**src/rtl/fetch_pkg.sv**
```systemverilog
// Shared types and constants for the instruction-fetch stage.
package fetch_pkg;

   // Width of the branch-target table index driven by the decoder.
   localparam int unsigned LUT_IDX_W = 4;

   // Default PC / instruction-ROM address width.
   localparam int unsigned PC_W_DFLT = 10;

   typedef logic [PC_W_DFLT-1:0] pc_t;

   typedef enum logic [1:0] {
      IDLE,
      RUN,
      DONE
   } fetch_state_e;

endpackage

```
**src/rtl/branch_lut.sv**
```systemverilog
// Branch-target table: LUT_N x PC_W register file, one write port, one
// combinational read port. A same-cycle write and read of one index returns
// the old value; the new value is visible from the next cycle.
module branch_lut
   import fetch_pkg::*;
#(
   parameter int unsigned LUT_N = 16,
   parameter int unsigned PC_W  = 10
) (
   input  logic                 clk,
   input  logic                 reset,
   input  logic                 we,
   input  logic [LUT_IDX_W-1:0] waddr,
   input  logic [PC_W-1:0]      wdata,
   input  logic [LUT_IDX_W-1:0] raddr,
   output logic [PC_W-1:0]      rdata
);

   logic [PC_W-1:0] mem_q [LUT_N];
   logic [PC_W-1:0] mem_d [LUT_N];

   // Next table contents: apply the single write port.
   always_comb begin
      mem_d = mem_q;
      if (we) begin
         mem_d[waddr] = wdata;
      end
   end

   // Table storage; reset clears every entry.
   always_ff @(posedge clk) begin
      if (reset) begin
         for (int i = 0; i < LUT_N; i++) begin
            mem_q[i] <= '0;
         end
      end else begin
         mem_q <= mem_d;
      end
   end

   assign rdata = mem_q[raddr];

endmodule

```
**src/rtl/instr_fetch.sv**
```systemverilog
// Program counter and instruction-fetch stage. Drives the synchronous ROM
// with the next PC so a word is available every cycle, redirects through the
// branch-target table with no bubble, and sequences start/done with
// saturating cycle and instruction counters.
module instr_fetch
   import fetch_pkg::*;
#(
   parameter int unsigned PC_W  = 10,
   parameter int unsigned IW    = 9,
   parameter int unsigned LUT_N = 16,
   parameter int unsigned CNT_W = 16
) (
   input  logic                 clk,
   input  logic                 reset,
   input  logic                 start,
   input  logic [PC_W-1:0]      last_pc,
   input  logic                 Branch,
   input  logic [LUT_IDX_W-1:0] pc_immed,
   input  logic                 lut_we,
   input  logic [LUT_IDX_W-1:0] lut_waddr,
   input  logic [PC_W-1:0]      lut_wdata,
   output logic [PC_W-1:0]      imem_addr,
   input  logic [IW-1:0]        imem_rdata,
   output logic [IW-1:0]        instr,
   output logic                 instr_valid,
   output logic [PC_W-1:0]      pc,
   output logic                 done,
   output logic [CNT_W-1:0]     cycle_cnt,
   output logic [CNT_W-1:0]     instr_cnt
);

   fetch_state_e     state_q, state_d;
   logic [PC_W-1:0]  pc_q, pc_d;
   logic [CNT_W-1:0] cycle_cnt_q, cycle_cnt_d;
   logic [CNT_W-1:0] instr_cnt_q, instr_cnt_d;
   logic [PC_W-1:0]  lut_rdata;

   branch_lut #(
      .LUT_N (LUT_N),
      .PC_W  (PC_W)
   ) u_branch_lut (
      .clk   (clk),
      .reset (reset),
      .we    (lut_we),
      .waddr (lut_waddr),
      .wdata (lut_wdata),
      .raddr (pc_immed),
      .rdata (lut_rdata)
   );

   // Next-state, next-PC and ROM address. imem_addr is 0 outside RUN so a
   // (re)start always finds word 0 already read out of the ROM.
   always_comb begin
      state_d     = state_q;
      pc_d        = pc_q;
      cycle_cnt_d = cycle_cnt_q;
      instr_cnt_d = instr_cnt_q;
      imem_addr   = '0;
      unique case (state_q)
         IDLE, DONE: begin
            if (start) begin
               state_d     = RUN;
               pc_d        = '0;
               cycle_cnt_d = '0;
               instr_cnt_d = '0;
            end
         end
         RUN: begin
            cycle_cnt_d = (cycle_cnt_q == '1) ? cycle_cnt_q : cycle_cnt_q + CNT_W'(1);
            instr_cnt_d = (instr_cnt_q == '1) ? instr_cnt_q : instr_cnt_q + CNT_W'(1);
            if (Branch) begin
               pc_d      = lut_rdata;
               imem_addr = lut_rdata;
            end else if (pc_q == last_pc) begin
               // Last instruction executes now; pc holds in DONE.
               state_d = DONE;
            end else begin
               pc_d      = pc_q + PC_W'(1);
               imem_addr = pc_q + PC_W'(1);
            end
         end
         default: begin
            state_d = IDLE;
         end
      endcase
   end

   // State, PC and counter registers with synchronous reset.
   always_ff @(posedge clk) begin
      if (reset) begin
         state_q     <= IDLE;
         pc_q        <= '0;
         cycle_cnt_q <= '0;
         instr_cnt_q <= '0;
      end else begin
         state_q     <= state_d;
         pc_q        <= pc_d;
         cycle_cnt_q <= cycle_cnt_d;
         instr_cnt_q <= instr_cnt_d;
      end
   end

   assign instr       = imem_rdata;
   assign instr_valid = (state_q == RUN);
   assign done        = (state_q == DONE);
   assign pc          = pc_q;
   assign cycle_cnt   = cycle_cnt_q;
   assign instr_cnt   = instr_cnt_q;

endmodule

```
**config.mk**
```make
export PLATFORM = sky130hd
export DESIGN_NAME = instr_fetch
export DESIGN_NICKNAME = d
export VERILOG_FILES = /design/src/rtl/fetch_pkg.sv /design/src/rtl/branch_lut.sv /design/src/rtl/instr_fetch.sv
export SDC_FILE = /design/constraint.sdc
export NUM_CORES = 1
export LEC_CHECK = 0
export CORE_MARGIN = 5
export CORE_UTILIZATION = 35
export CTS_BUF_LIST = sky130_fd_sc_hd__clkbuf_4 sky130_fd_sc_hd__clkbuf_8
export DETAILED_ROUTE_END_ITERATION = 8
export PLACE_DENSITY = 0.53
export SLEW_MARGIN = 20
export SYNTH_ARGS = -nofsm -noshare
export SYNTH_HDL_FRONTEND = slang
export SYNTH_SLANG_ARGS = --single-unit
```
**constraint.sdc**
```tcl
create_clock -name clk -period 3.15 [get_ports clk]
set_input_delay 0.945 -clock clk [delete_from_list [all_inputs] [get_ports clk]]
set_output_delay 0.945 -clock clk [all_outputs]
set_load 0.02 [all_outputs]
```
# ---- Yosys cells after proc, flatten, opt, wreduce, memory -nomap -nowiden
# Index checks and enable logic that the tools add are counted.
dict set report op_classes {
  n_addsub 3
  order_cmp 3
  n_eq_ne 11
  mux 22
  bitwise 2
  n_reduce_logical 8
}
# op n
set op_table {}
lappend op_table {{$bwmux 160} 1}
lappend op_table {{$mux 10} 9}
lappend op_table {{$pmux 16 s2} 2}
lappend op_table {{$mux 16} 3}
lappend op_table {{$bmux 10 s4} 1}
lappend op_table {{$demux 10 s4} 1}
lappend op_table {{$add 16x1->16 const B} 2}
lappend op_table {{$eq 16x16->1 const B} 2}
lappend op_table {{$pmux 10 s2} 1}
lappend op_table {{$reduce_and 3->1} 4}
lappend op_table {{$add 10x1->10 const B} 1}
lappend op_table {{$eq 10x10->1} 1}
lappend op_table {{$ge 5x5->1 const B} 2}
lappend op_table {{$not 4->5} 2}
lappend op_table {{$ne 2x2->1 const B} 4}
lappend op_table {{$mux 2} 3}
lappend op_table {{$lt 5x1->1 const B} 1}
lappend op_table {{$pmux 2 s2} 1}
lappend op_table {{$ne 3x3->1 const B} 1}
lappend op_table {{$eq 2x1->1 const B} 1}
lappend op_table {{$eq 2x2->1 const B} 1}
lappend op_table {{$logic_not 2->1} 1}
lappend op_table {{$ne 2x1->1 const B} 1}
lappend op_table {{$reduce_bool 2->1} 1}
lappend op_table {{other kinds (2)} 2}
dict set report word_totals {
  regBits 204
  in_bits 42
  out_inout_bits 63
  word_cells 69
}

# ---- Depth between registers and ports, before layout
dict set report logic_depth {
  depth_word 6
  ltp_mapped 8
  depth_no_buf 6
}

# ---- Hierarchy
# Synthesis repeated with hierarchy kept, for this count alone.
dict set report hier_totals {
  hier_cells 1189
  hier_area_um2 10121.0
}
# mod instances cells_per_inst area_per_inst_um2 seq_area_each_um2
set modules_own_cells {}
lappend modules_own_cells {branch_lut 1 861 7443.4 3203.1}
lappend modules_own_cells {instr_fetch 1 328 2677.6 880.8}

# ---- Worst setup path after synthesis
# Ideal clock, no wire load.
dict set report synth_path {
  path_kind {input to output}
  startpoint {in pc_immed[0]}
  endpoint {out imem_addr[4]}
  t_arrival_ns 2.573
  required_ns 2.205
  setup_slack_ns -0.368
  stages 6
  n_path_buf 3
  cell_sequence {buf_4 -> buf_4 -> buf_4 -> mux2i_1 -> and3_1 -> nor4_1}
}
dict set report synth_via {
  elab_chain_cells 6
}
# element line_no
set synth_lines {}
lappend synth_lines {{from (decl)} instr_fetch.sv:18} ;# input logic [LUT_IDX_W-1:0] pc_immed,
lappend synth_lines {{$not 4->5 (implied by the code)} branch_lut.sv:41} ;# assign rdata = mem_q[raddr];
lappend synth_lines {{$bmux 10 s4} branch_lut.sv:41}
lappend synth_lines {{$mux 10 (implied by the code) (2 in a row)} branch_lut.sv:41}
lappend synth_lines {{$mux 10} instr_fetch.sv:71} ;# if (Branch) begin
lappend synth_lines {{$mux 10} instr_fetch.sv:59} ;# unique case (state_q)
lappend synth_lines {{to (decl)} instr_fetch.sv:22} ;# output logic [PC_W-1:0] imem_addr,
# Every way passes these cells. The select of a mux whose other input is x is not followed.

# ---- Worst setup path after layout
dict set report layout_path {
  startpoint {in pc_immed[1]}
  endpoint {out imem_addr[3]}
}
# The elaborated chain is that of the path after synthesis.

==> results.sh <==
export IMPL_dp_hpwl_um=18340
export IMPL_r2r_cells=7
export IMPL_hold_class="flip-flop to flip-flop"
export IMPL_maxSlewHeadroom_pct=47.38
export IMPL_p_comb_share_pct=10.5
export IMPL_total_power_mw=5.787
export IMPL_tightest_slew_ns=0.7893
export IMPL_dp_cells=1428
export IMPL_p_clk_share_pct=43.9
export IMPL_portBuffers=86
export IMPL_final_common_cell="dfxtp_1"
export IMPL_synth_top_area_share_pct=42.74
export IMPL_start_util_pct=35.45
export IMPL_max_freq_mhz=290.1
export IMPL_synth_main_ff_cell="dfxtp_1"
export IMPL_firstDrtPassIters=5
export IMPL_rsz0062_at_grt="yes"
export IMPL_die_area_sq_mm=0.03070
export IMPL_hp_start="u_branch_lut.mem_q[150]"
export IMPL_hold_violations=0
export IMPL_die_width_um=175.2
export IMPL_status="complete, but fails checks"
export IMPL_min_path_cells=2
export IMPL_diodes=0
export IMPL_layout_setup_ws_ns=-0.2967
export IMPL_synth_adder_area_share_pct=0.3929
export IMPL_syn_cell_area_sq_mm=0.009554
export IMPL_power_density_mw_per_mm2=455.3
export IMPL_grt_overflow_total=0
export IMPL_cts_sink_count=204
export IMPL_ys_types=54
export IMPL_ant_nets=0
export IMPL_grt_pass1_wl_um=43990
export IMPL_ir_worst_vdd_mv=0.2735
export IMPL_period_needed_ns=3.447
export IMPL_synthMuxAreaShare_pct=25.45
export IMPL_drc=0
export IMPL_p_int_mw=4.322
export IMPL_avgSynthCellArea_sq_um=9.690
export IMPL_place_congestion=0.8062
export IMPL_path_clk_slew_ns=0.06
export IMPL_yosysSeqAreaShare_pct=42.74
export IMPL_cp_max_fo=6
export IMPL_grt_max_degree=167
export IMPL_maxCapViolCount=0
export IMPL_routed_via_density=5.213
export IMPL_seqPwrFrac_pct=45.6
export IMPL_synthesis_nets=1031
export IMPL_stdcell_count=1513
export IMPL_synth_area_leader_cell="dfxtp_1"
export IMPL_critPathCaptureType="primary output"
export IMPL_min_to="u_branch_lut.mem_q[150]"
export IMPL_post_route_period_util_pct=109.4
export IMPL_reg2reg_slack_ns=0.97
export IMPL_final_nets=1192
export IMPL_worstPathRequired_ns=2.20
export IMPL_grt_pass1_vias=7783
export IMPL_cts_buffers_inserted=36
export IMPL_synthCells=986
export IMPL_p_leak_nw=4.736
export IMPL_core_area_sq_mm=0.02695
export IMPL_synth_edff_count=0
export IMPL_worstPathArrival_ns=2.50
export IMPL_antenna_found_initial=0
export IMPL_r2r_end="cycle_cnt[13]"
export IMPL_synth_top_family_by_area="multiplexers"
export IMPL_totalWireLength_um=27910
export IMPL_switching_share_pct=25.32
export IMPL_postLayoutCoreUtil_pct=47.16
export IMPL_initialDrtViolationCount=482
export IMPL_synth_compound_area_share_pct=7.098
export IMPL_clk_latency_ns=0.53
export IMPL_die_h_um=175.2
export IMPL_synthToLayoutAreaGrowth_pct=33.04
export IMPL_groute_usage_overall_pct=17.81
export IMPL_cts_tree="built"
export IMPL_path_class="input pin to primary output"
export IMPL_synthSimpleGateAreaFrac_pct=17.38
export IMPL_layout_common_cells="204 x dfxtp_1, 154 x nor2_1, 140 x mux2i_1, 97 x buf_4, 78 x nand2_1"
export IMPL_synthTopCellsByArea="dfxtp_1 43%, mux2i_1 16%, mux4_2 8.7%"
export IMPL_failed_checks="negative setup slack"
export IMPL_drive_above_1_share_pct=24.66
export IMPL_root_buffer="clkbuf_8"
export IMPL_switchingPower_mw=1.465
export IMPL_async_flop_share_pct=0
export IMPL_r2r_start="state_q[0]"
export IMPL_wl_per_cell_um=18.45
export IMPL_yosys_warnings=0
export IMPL_clock_skew_ns=0.02108
export IMPL_start_kind="input pin"
export IMPL_rows=60
export IMPL_routed_via_count=7888
export IMPL_synth_seq_cells=204
export IMPL_cts_hold_buf=0
export IMPL_holdWs_ns=0.4532
export IMPL_htreeDepth=2
export IMPL_finalMaxSlewViolations=0
export IMPL_ios=105
export IMPL_setup_viol=10
export IMPL_synthXorXnorAreaFrac_pct=2.750
export IMPL_clock_path_buffers=3
## cell families (layout without fill, tap and decap cells)
group           Yosys count  in the layout
compound gates          109            109
buf+inv                  87            273
flops                   204            204
fa+ha+maj                 3              3
simple gates            363            363
mux                     190            190
xor+xnor                 30             30
## cell usage after synthesis (all sizes together), types with 3 or more instances
| master | count |
|---|---|
| nor2b | 7 |
| o22ai | 4 |
| xnor2 | 11 |
| and4 | 6 |
| nor2 | 162 |
| nor4 | 6 |
| nand3 | 25 |
| clkbuf | 49 |
| ha | 3 |
| and2 | 3 |
| or3 | 15 |
| xor2 | 19 |
| buf | 30 |
| nand2 | 78 |
| o211ai | 8 |
| inv | 8 |
| a211oi | 7 |
| nand2b | 8 |
| o21ai | 13 |
| dfxtp | 204 |
| o31ai | 3 |
| nand4 | 10 |
| o21a | 8 |
| a21oi | 49 |
| and3 | 18 |
| nor3 | 15 |
| mux2i | 148 |
| mux4 | 41 |
## metrics by stage
step           instance area, sq um  setup WS [ns]  TNS [ns]
2_1_floorplan                  9622       -0.05796  -0.07564
3_3_place_gp                  11290         -1.099    -9.641
3_5_place_dp                  11290         -1.125    -9.815
4_1_cts                       12510        -0.3017    -2.461
5_1_grt                       12710        -0.3517    -2.506
6_report                      12710        -0.2967    -1.991
## power groups by stage
stage                     Sequential (mW)  Combinational [mW]  Clock, mW
after floorplan                      2.70               0.300          0
after global placement               2.70               0.511          0
after detailed placement             2.70               0.514          0
after CTS                            2.64               0.582       2.62
after global routing                 2.64               0.651       2.75
final                                2.64               0.606       2.54
## worst max path at each step
stage | startpoint | endpoint | slack (ns) | cells past startpoint
floorplan | pc_immed[1] | imem_addr[3] | -0.06 | 5
global placement | pc_immed[1] | imem_addr[4] | -1.10 | 8
detailed placement | pc_immed[1] | imem_addr[4] | -1.13 | 8
CTS | pc_immed[1] | imem_addr[3] | -0.30 | 6
global route | pc_immed[1] | imem_addr[3] | -0.35 | 6
finish | pc_immed[1] | imem_addr[3] | -0.30 | 6
## repair_timing
| action | 4_1_cts | 5_1_grt |
|---|---|---|
| pin swaps | 22 | 16 |
| endpoints found under the hold margin | 0 | 0 |
| setup buffers | 9 | 14 |
| gates cloned | 4 | 1 |
| resized for setup | 142 | 23 |
| endpoints found under the setup margin | 10 | 10 |
## flip-flops by register name, indices dropped and copies added (netlist names)
signal	cells
state_q	2
instr_cnt	16
cycle_cnt	16
u_branch_lut.mem_q	160
pc	10
## cell type report
class,count,area [sq um]
clock buffers,57,703.2
fillers,2557,14240
repair buffers,202,1991
flip-flops and latches,204,4084
inverters,8,30.03
well taps,341,426.7
multi-input cells,695,5434
clock inverters,6,42.54
## critical path, cell delays in order
cell and delay [ns]:
buf_16 0.11, mux4_2 0.49, mux4_2 0.55, mux2i_1 0.20, nor2_2 0.07, buf_6 0.13
## routing by layer
metal  track usage, %  vias up  routed length [um]
met2            28.59      212               12780
met1            24.67     3821               13070
met3            3.851       37                1618
li1                 -     3818                   -
met5                0        -                   0
met4            4.092        0                 437
(Power assumes the default switching activity.)
